===== src/rtl/tof_i2c_pkg.sv =====
// Shared definitions for the ToF I2C driver blocks: sequencer states,
// default stall timeout and the sensor's fixed I2C address.
package tof_i2c_pkg;

   typedef enum logic [2:0] {
      ST_IDLE,
      ST_FETCH,
      ST_START,
      ST_RUN,
      ST_FINISH,
      ST_ABORT
   } seq_state_t;

   localparam int unsigned TIMEOUT_CYCLES_DEFAULT = 200000;
   localparam logic [6:0]  TOF_SLAVE_ADDR         = 7'h29;

endpackage


===== src/rtl/tof_i2c_sequencer_if.sv =====
// Request/stream bus between ToF control logic, the sequencer and the I2C byte engine.
// slave: the sequencer's view; master: the requester/engine side.
interface tof_i2c_sequencer_if #(
   parameter int unsigned LEN_W = 8
);
   logic             req_valid;
   logic             req_ready;
   logic [6:0]       req_slave_addr;
   logic [15:0]      req_reg_addr;
   logic             req_is_read;
   logic [LEN_W-1:0] req_len;
   logic [7:0]       wr_data;
   logic             wr_valid;
   logic             wr_ready;
   logic [7:0]       rd_data;
   logic             rd_valid;
   logic             done;
   logic             error;
   logic             busy;
   logic             eng_start;
   logic [6:0]       eng_slave_addr;
   logic [15:0]      eng_reg_addr;
   logic             eng_is_read;
   logic [16:0]      eng_nb_of_bytes;
   logic [7:0]       eng_data_in;
   logic [7:0]       eng_data_out;
   logic             eng_ready;
   logic             eng_reset;

   modport slave (
      input  req_valid, req_slave_addr, req_reg_addr, req_is_read, req_len,
             wr_data, wr_valid, eng_data_out, eng_ready,
      output req_ready, wr_ready, rd_data, rd_valid, done, error, busy,
             eng_start, eng_slave_addr, eng_reg_addr, eng_is_read,
             eng_nb_of_bytes, eng_data_in, eng_reset
   );

   modport master (
      output req_valid, req_slave_addr, req_reg_addr, req_is_read, req_len,
             wr_data, wr_valid, eng_data_out, eng_ready,
      input  req_ready, wr_ready, rd_data, rd_valid, done, error, busy,
             eng_start, eng_slave_addr, eng_reg_addr, eng_is_read,
             eng_nb_of_bytes, eng_data_in, eng_reset
   );
endinterface


===== src/rtl/tof_i2c_watchdog.sv =====
// Loadable cycle counter with clear and enable; terminal flags the enabled
// cycle whose increment would bring the count to TERMINAL.
module tof_i2c_watchdog #(
   parameter int unsigned TERMINAL = tof_i2c_pkg::TIMEOUT_CYCLES_DEFAULT,
   parameter int unsigned WIDTH    = $clog2(TERMINAL + 1)
) (
   input  logic             clock,
   input  logic             reset,
   input  logic             clear,
   input  logic             load,
   input  logic [WIDTH-1:0] load_value,
   input  logic             enable,
   output logic             terminal
);
   logic [WIDTH-1:0] count;

   always_ff @(posedge clock) begin
      if (reset || clear) begin
         count <= '0;
      end else if (load) begin
         count <= load_value;
      end else if (enable) begin
         count <= count + WIDTH'(1);
      end
   end

   assign terminal = enable & (count == WIDTH'(TERMINAL - 1));
endmodule


===== src/rtl/tof_i2c_sequencer.sv =====
// One-at-a-time register-access sequencer in front of the ToF I2C byte engine,
// streaming write/read bytes and aborting the engine on a byte-strobe stall.
module tof_i2c_sequencer
   import tof_i2c_pkg::*;
#(
   parameter int unsigned TIMEOUT_CYCLES = TIMEOUT_CYCLES_DEFAULT,
   parameter int unsigned LEN_W          = 8
) (
   input logic                clock,
   input logic                reset,
   tof_i2c_sequencer_if.slave bus
);
   seq_state_t       state, state_nxt;
   logic [LEN_W-1:0] remaining, remaining_dec;
   logic [6:0]       slave_addr;
   logic [15:0]      reg_addr;
   logic             is_read;
   logic             first_byte;
   logic [16:0]      nb_bytes;
   logic [7:0]       data_in;
   logic [7:0]       rd_data;
   logic             rd_valid;
   logic             eng_ready_q;
   logic             strb;
   logic             wd_terminal;

   assign strb          = bus.eng_ready & ~eng_ready_q;
   assign remaining_dec = remaining - LEN_W'(1);

   // A strobe anywhere (including a late one seen in FETCH) restarts the stall window.
   tof_i2c_watchdog #(.TERMINAL(TIMEOUT_CYCLES)) u_watchdog (
      .clock      (clock),
      .reset      (reset),
      .clear      (strb | (state == ST_START)),
      .load       (1'b0),
      .load_value ('0),
      .enable     (state == ST_RUN),
      .terminal   (wd_terminal)
   );

   always_ff @(posedge clock) begin
      if (reset) begin
         state <= ST_IDLE;
      end else begin
         state <= state_nxt;
      end
   end

   always_ff @(posedge clock) begin
      if (reset) begin
         eng_ready_q <= 1'b0;
         remaining   <= '0;
         slave_addr  <= '0;
         reg_addr    <= '0;
         is_read     <= 1'b0;
         first_byte  <= 1'b0;
         nb_bytes    <= '0;
         data_in     <= '0;
         rd_data     <= '0;
         rd_valid    <= 1'b0;
      end else begin
         eng_ready_q <= bus.eng_ready;
         rd_valid    <= 1'b0;
         case (state)
            ST_IDLE: begin
               if (bus.req_valid) begin
                  slave_addr <= bus.req_slave_addr;
                  reg_addr   <= bus.req_reg_addr;
                  is_read    <= bus.req_is_read;
                  remaining  <= bus.req_len;
                  first_byte <= 1'b1;
               end
            end
            ST_FETCH: begin
               if (bus.wr_valid) begin
                  data_in <= bus.wr_data;
               end
            end
            ST_START: begin
               nb_bytes   <= 17'(remaining);
               first_byte <= 1'b0;
            end
            ST_RUN: begin
               if (strb) begin
                  if (is_read) begin
                     rd_data  <= bus.eng_data_out;
                     rd_valid <= 1'b1;
                  end
                  if (remaining != '0) begin
                     remaining <= remaining_dec;
                     nb_bytes  <= 17'(remaining_dec);
                  end
               end
            end
            default: ;
         endcase
      end
   end

   always_comb begin
      state_nxt     = state;
      bus.req_ready = 1'b0;
      bus.wr_ready  = 1'b0;
      bus.eng_start = 1'b0;
      bus.done      = 1'b0;
      bus.error     = 1'b0;
      bus.busy      = 1'b0;
      bus.eng_reset = reset & (state != ST_IDLE);
      case (state)
         ST_IDLE: begin
            bus.req_ready = 1'b1;
            if (bus.req_valid) begin
               state_nxt = bus.req_is_read ? ST_START : ST_FETCH;
            end
         end
         ST_FETCH: begin
            bus.busy     = 1'b1;
            bus.wr_ready = bus.wr_valid;
            if (bus.wr_valid) begin
               state_nxt = first_byte ? ST_START : ST_RUN;
            end
         end
         ST_START: begin
            bus.busy      = 1'b1;
            bus.eng_start = 1'b1;
            state_nxt     = ST_RUN;
         end
         ST_RUN: begin
            bus.busy = 1'b1;
            // A strobe on the terminal cycle still counts as progress.
            if (strb) begin
               if (remaining == '0) begin
                  state_nxt = ST_FINISH;
               end else begin
                  state_nxt = is_read ? ST_RUN : ST_FETCH;
               end
            end else if (wd_terminal) begin
               state_nxt = ST_ABORT;
            end
         end
         ST_FINISH: begin
            bus.done  = 1'b1;
            state_nxt = ST_IDLE;
         end
         ST_ABORT: begin
            bus.done      = 1'b1;
            bus.error     = 1'b1;
            bus.eng_reset = 1'b1;
            state_nxt     = ST_IDLE;
         end
         default: state_nxt = ST_IDLE;
      endcase
   end

   assign bus.eng_slave_addr  = slave_addr;
   assign bus.eng_reg_addr    = reg_addr;
   assign bus.eng_is_read     = is_read;
   assign bus.eng_nb_of_bytes = nb_bytes;
   assign bus.eng_data_in     = data_in;
   assign bus.rd_data         = rd_data;
   assign bus.rd_valid        = rd_valid;
endmodule


===== src/flat_wrapper.sv =====
// flat-port wrapper written by rule: the top's interface ports become plain ports
module tof_i2c_sequencer_flat import tof_i2c_pkg::*;
#(
   parameter int unsigned TIMEOUT_CYCLES = TIMEOUT_CYCLES_DEFAULT,
   parameter int unsigned LEN_W          = 8
)
  (clock, reset, bus_req_valid, bus_req_slave_addr, bus_req_reg_addr, bus_req_is_read, bus_req_len, bus_wr_data, bus_wr_valid, bus_eng_data_out, bus_eng_ready, bus_req_ready, bus_wr_ready, bus_rd_data, bus_rd_valid, bus_done, bus_error, bus_busy, bus_eng_start, bus_eng_slave_addr, bus_eng_reg_addr, bus_eng_is_read, bus_eng_nb_of_bytes, bus_eng_data_in, bus_eng_reset);
  tof_i2c_sequencer_if #(.LEN_W(LEN_W)) bus_i ();
  input logic clock;
  input logic reset;
  input wire logic [$bits(bus_i.req_valid)-1:0] bus_req_valid;
  input wire logic [$bits(bus_i.req_slave_addr)-1:0] bus_req_slave_addr;
  input wire logic [$bits(bus_i.req_reg_addr)-1:0] bus_req_reg_addr;
  input wire logic [$bits(bus_i.req_is_read)-1:0] bus_req_is_read;
  input wire logic [$bits(bus_i.req_len)-1:0] bus_req_len;
  input wire logic [$bits(bus_i.wr_data)-1:0] bus_wr_data;
  input wire logic [$bits(bus_i.wr_valid)-1:0] bus_wr_valid;
  input wire logic [$bits(bus_i.eng_data_out)-1:0] bus_eng_data_out;
  input wire logic [$bits(bus_i.eng_ready)-1:0] bus_eng_ready;
  output wire logic [$bits(bus_i.req_ready)-1:0] bus_req_ready;
  output wire logic [$bits(bus_i.wr_ready)-1:0] bus_wr_ready;
  output wire logic [$bits(bus_i.rd_data)-1:0] bus_rd_data;
  output wire logic [$bits(bus_i.rd_valid)-1:0] bus_rd_valid;
  output wire logic [$bits(bus_i.done)-1:0] bus_done;
  output wire logic [$bits(bus_i.error)-1:0] bus_error;
  output wire logic [$bits(bus_i.busy)-1:0] bus_busy;
  output wire logic [$bits(bus_i.eng_start)-1:0] bus_eng_start;
  output wire logic [$bits(bus_i.eng_slave_addr)-1:0] bus_eng_slave_addr;
  output wire logic [$bits(bus_i.eng_reg_addr)-1:0] bus_eng_reg_addr;
  output wire logic [$bits(bus_i.eng_is_read)-1:0] bus_eng_is_read;
  output wire logic [$bits(bus_i.eng_nb_of_bytes)-1:0] bus_eng_nb_of_bytes;
  output wire logic [$bits(bus_i.eng_data_in)-1:0] bus_eng_data_in;
  output wire logic [$bits(bus_i.eng_reset)-1:0] bus_eng_reset;
  assign bus_i.req_valid = bus_req_valid;
  assign bus_i.req_slave_addr = bus_req_slave_addr;
  assign bus_i.req_reg_addr = bus_req_reg_addr;
  assign bus_i.req_is_read = bus_req_is_read;
  assign bus_i.req_len = bus_req_len;
  assign bus_i.wr_data = bus_wr_data;
  assign bus_i.wr_valid = bus_wr_valid;
  assign bus_i.eng_data_out = bus_eng_data_out;
  assign bus_i.eng_ready = bus_eng_ready;
  assign bus_req_ready = bus_i.req_ready;
  assign bus_wr_ready = bus_i.wr_ready;
  assign bus_rd_data = bus_i.rd_data;
  assign bus_rd_valid = bus_i.rd_valid;
  assign bus_done = bus_i.done;
  assign bus_error = bus_i.error;
  assign bus_busy = bus_i.busy;
  assign bus_eng_start = bus_i.eng_start;
  assign bus_eng_slave_addr = bus_i.eng_slave_addr;
  assign bus_eng_reg_addr = bus_i.eng_reg_addr;
  assign bus_eng_is_read = bus_i.eng_is_read;
  assign bus_eng_nb_of_bytes = bus_i.eng_nb_of_bytes;
  assign bus_eng_data_in = bus_i.eng_data_in;
  assign bus_eng_reset = bus_i.eng_reset;
  tof_i2c_sequencer #(.TIMEOUT_CYCLES(TIMEOUT_CYCLES), .LEN_W(LEN_W)) u_core (.clock(clock), .reset(reset), .bus(bus_i));
endmodule

===== config.mk =====
export PLATFORM = sky130hd
export DESIGN_NAME = tof_i2c_sequencer_flat
export DESIGN_NICKNAME = d
export VERILOG_FILES = /design/src/rtl/tof_i2c_pkg.sv /design/src/rtl/tof_i2c_sequencer_if.sv /design/src/rtl/tof_i2c_watchdog.sv /design/src/rtl/tof_i2c_sequencer.sv /design/src/flat_wrapper.sv
export SDC_FILE = /design/constraint.sdc
export NUM_CORES = 1
export LEC_CHECK = 0
export BUFFER_PORTS_ARGS = -buffer_cell sky130_fd_sc_hd__clkbuf_2
export CORE_AREA = 2 2 93 95
export DETAILED_ROUTE_END_ITERATION = 7
export DIE_AREA = 0 0 95 97
export PLACE_DENSITY = 0.78
export SYNTH_ARGS = -nofsm -noshare
export SYNTH_HDL_FRONTEND = slang
export SYNTH_SLANG_ARGS = --single-unit

===== constraint.sdc =====
create_clock -name clock -period 2.6 [get_ports clock]
set_clock_uncertainty 0.1 [all_clocks]
set_input_delay 0.39 -clock clock [delete_from_list [all_inputs] [get_ports clock]]
set_output_delay 0.39 -clock clock [all_outputs]
set_load 0.01 [all_outputs]

==> results.cfg <==
[outcome]
outcome = finished clean

[clock_tree]
cts_max_level = 3
cts_tree = built
cts_made_buffers = 9
clkTransAtPathRegs_ns = 0.09
clockBufferDepth = 2
clock-root-buffer = clkbuf_8
postCtsSetupBuffers = 0
clock-sinks = 80
cts_hold_buf = 0
clkLatencyLatePin_ns = 0.35
cts_resized = 0

[layout]
seqCellArea_um2 = 1600
final.fill_count = 744
drive_gt1_share_pct = 27.4
syn_to_final_growth_pct = 22.0
fin_util_pct = 53.6
num_antenna_cells = 0
stdcell_count = 660
multiInputGateArea_um2 = 1800
nets = 606

[timing]
tightestPinTransition_ns = 0.849
finalSetupTns_ns = 0
relSlewSlack_pct = 43.4
drv_slew = 0
finalSetupViolCount = 0
rsz0062_at_grt = no
fmax_mhz = 439
finalHoldViolCount = 0
period_needed_ns = 2.28
period_share_pct = 87.7

[worst_hold_path]
hold_class = primary input to flip-flop

[pwr]
power_per_cell_area_nw_per_um2 = 746
p_leak_nw = 1.80
max-vdd-ir-drop_uv = 442

[floorplanning]
dieArea_um2 = 9220
boundaryPins = 118
initial_core_util_pct = 43.9
die_h_um = 97
fp.coreArea_um2 = 8130
die_w_um = 95
fp-row-count = 33

[synth]
synth_top_area_share_pct = 44.8
async_reset_ff_share_pct = 0
yosys_warnings = 0
synth_seq_cells = 80
synthCells = 447
synth.most_common_cell = nand2_1
synth_edf_count = 0
synth.avg_cell_area_um2 = 7.99
synth_flop_cell = dfxtp_1
yosysTopAreaCell = dfxtp_1
syn_area_um2 = 3570
seq_area_frac_synth_pct = 44.8
synth_common_cells = 104 x nand2_1, 80 x dfxtp_1, 60 x a21oi_1, 39 x nor2_1, 17 x clkbuf_1
yosys-top-cells-area = dfxtp_1 45%, nand2_1 11%, a21oi_1 8.4%, nor2_1 4.1%, xnor2_1 2.2%
ys_types = 50

[critical_path]
r2r_cells = 7
arrival_ns = 1.79
r2r-end = u_core.remaining[5]$_SDFFE_PP0P_
cp-end-kind = output pin
critPathCapture = bus_eng_start
critPathLaunch = u_core.state[1]$_SDFFE_PP0P_
path_class = flip-flop to output pin
r2r_start = u_core.remaining[0]$_SDFFE_PP0P_
worstSetupStartpointType = flip-flop
cp_max_fo = 15
crit_required_ns = 2.11
r2r_slack_ns = 0.32

[detailed_routing]
ant_nets = 0
drt-total-wl_um = 8470
vias = 3369
drc = 0
wire_per_inst_um = 12.8
dr.pass1.iters = 4
vias_per_cell = 5.10
drt_iter0_drc = 160

[place]
place.gp.congestion = 0.896
dp_cells = 644
hpwl_um = 6100
port_buffers = 108

[global_route]
grt_pass1_wl_um = 13700
grt_usage_pct = 18.4
grt_start_max_net_pins = 43
antenna_found_initial = 0
gr-total-overflow = 0
grt_pass1_vias = 3088

[flow_run]
maxCapViolations = 0
-- worst min path at each step --
stage	start	end	slack, ns	cells past startpoint
after global placement	u_core.bus.eng_data_in[2]$_SDFFE_PP0P_	u_core.bus.eng_data_in[2]$_SDFFE_PP0P_	0.34	2
final	bus_req_reg_addr[1]	u_core.bus.eng_reg_addr[1]$_SDFFE_PP0P_	0.14	3
after global routing	bus_req_slave_addr[5]	u_core.bus.eng_slave_addr[5]$_SDFFE_PP0P_	0.12	3
after CTS	bus_req_slave_addr[5]	u_core.bus.eng_slave_addr[5]$_SDFFE_PP0P_	0.13	3
after detailed placement	u_core.bus.eng_data_in[3]$_SDFFE_PP0P_	u_core.bus.eng_data_in[3]$_SDFFE_PP0P_	0.35	2
after floorplan	u_core.first_byte$_SDFFE_PP0P_	u_core.first_byte$_SDFFE_PP0P_	0.35	2
-- through the flow --
| step | total power, mW | area (um^2) | worst slack (ns) | hold WS (ns) |
|---|---|---|---|---|
| final | 3.25 | 4360 | 0.321 | 0.144 |
| after global routing | 3.46 | 4360 | 0.200 | 0.123 |
| after CTS | 3.28 | 4360 | 0.320 | 0.127 |
| after detailed placement | 2.44 | 4180 | 0.345 | 0.347 |
| after global placement | 2.41 | 4180 | 0.451 | 0.341 |
| after floorplan | 2.14 | 3600 | 0.553 | 0.350 |
-- report_power, final --
part           internal (mW)  switching (mW)
combinational          0.375           0.572
sequential              1.36           0.109
clock                  0.355           0.485
-- placed cells by master, fill, tap and decap left out, types with 9 or more instances in the layout --
cell type  count
a21oi_1       60
buf_4         11
clkbuf_2     108
clkbuf_8       9
conb_1         9
dfxtp_1       80
nand2_1      104
nand3_1       13
nor2_1        39
nor3_1        10
o21ai_0       13
xnor2_1        9
-- layout make-up --
type,count,share of cell area [%]
sequential,80,36.8
timing repair buffer,119,14.3
clock buffer,9,2.84
multi-input combinational,332,41.2
clock inverter,7,1.21
inverter,8,0.689
tap,105,3.01
-- critical path, cell delays in order (launching register included) --
cell and delay [ns]:
dfxtp_1 0.60, inv_1 0.14, nor3_1 0.47, clkbuf_2 0.23
-- metal layers --
| metal | track usage, % | up-vias | wire [um] |
|---|---|---|---|
| met2 | 30.7 | 141 | 3990 |
| met1 | 21.9 | 1511 | 3630 |
| li1 | - | 1702 | - |
| met5 | 0 | - | 0 |
| met4 | 7.92 | 0 | 182 |
| met3 | 5.22 | 15 | 661 |
-- sequential cells by signal, indices dropped and copies added (netlist names) --
name	flops
u_core.bus.eng_slave_addr	7
u_core.bus.eng_nb_of_bytes	8
u_core.eng_ready_q	1
u_core.bus.rd_valid	1
u_core.first_byte	1
u_core.bus.eng_data_in	8
u_core.bus.eng_is_read	1
u_core.u_watchdog.count	18
u_core.remaining	8
u_core.state	3
u_core.bus.eng_reg_addr	16
u_core.bus.rd_data	8
-- cell families after synthesis --
family | Yosys count | synth area share, %
other | 1 | 0.105
and+or+nand+nor | 204 | 26.1
adders and majority gates | 3 | 1.05
xor gates and xnor gates | 17 | 4.17
muxes | 2 | 0.561
DFF | 80 | 44.8
buffers and inverters | 43 | 5.85
AOI/OAI and AO/OA | 97 | 17.3
Power figures use the tool's default switching activity.
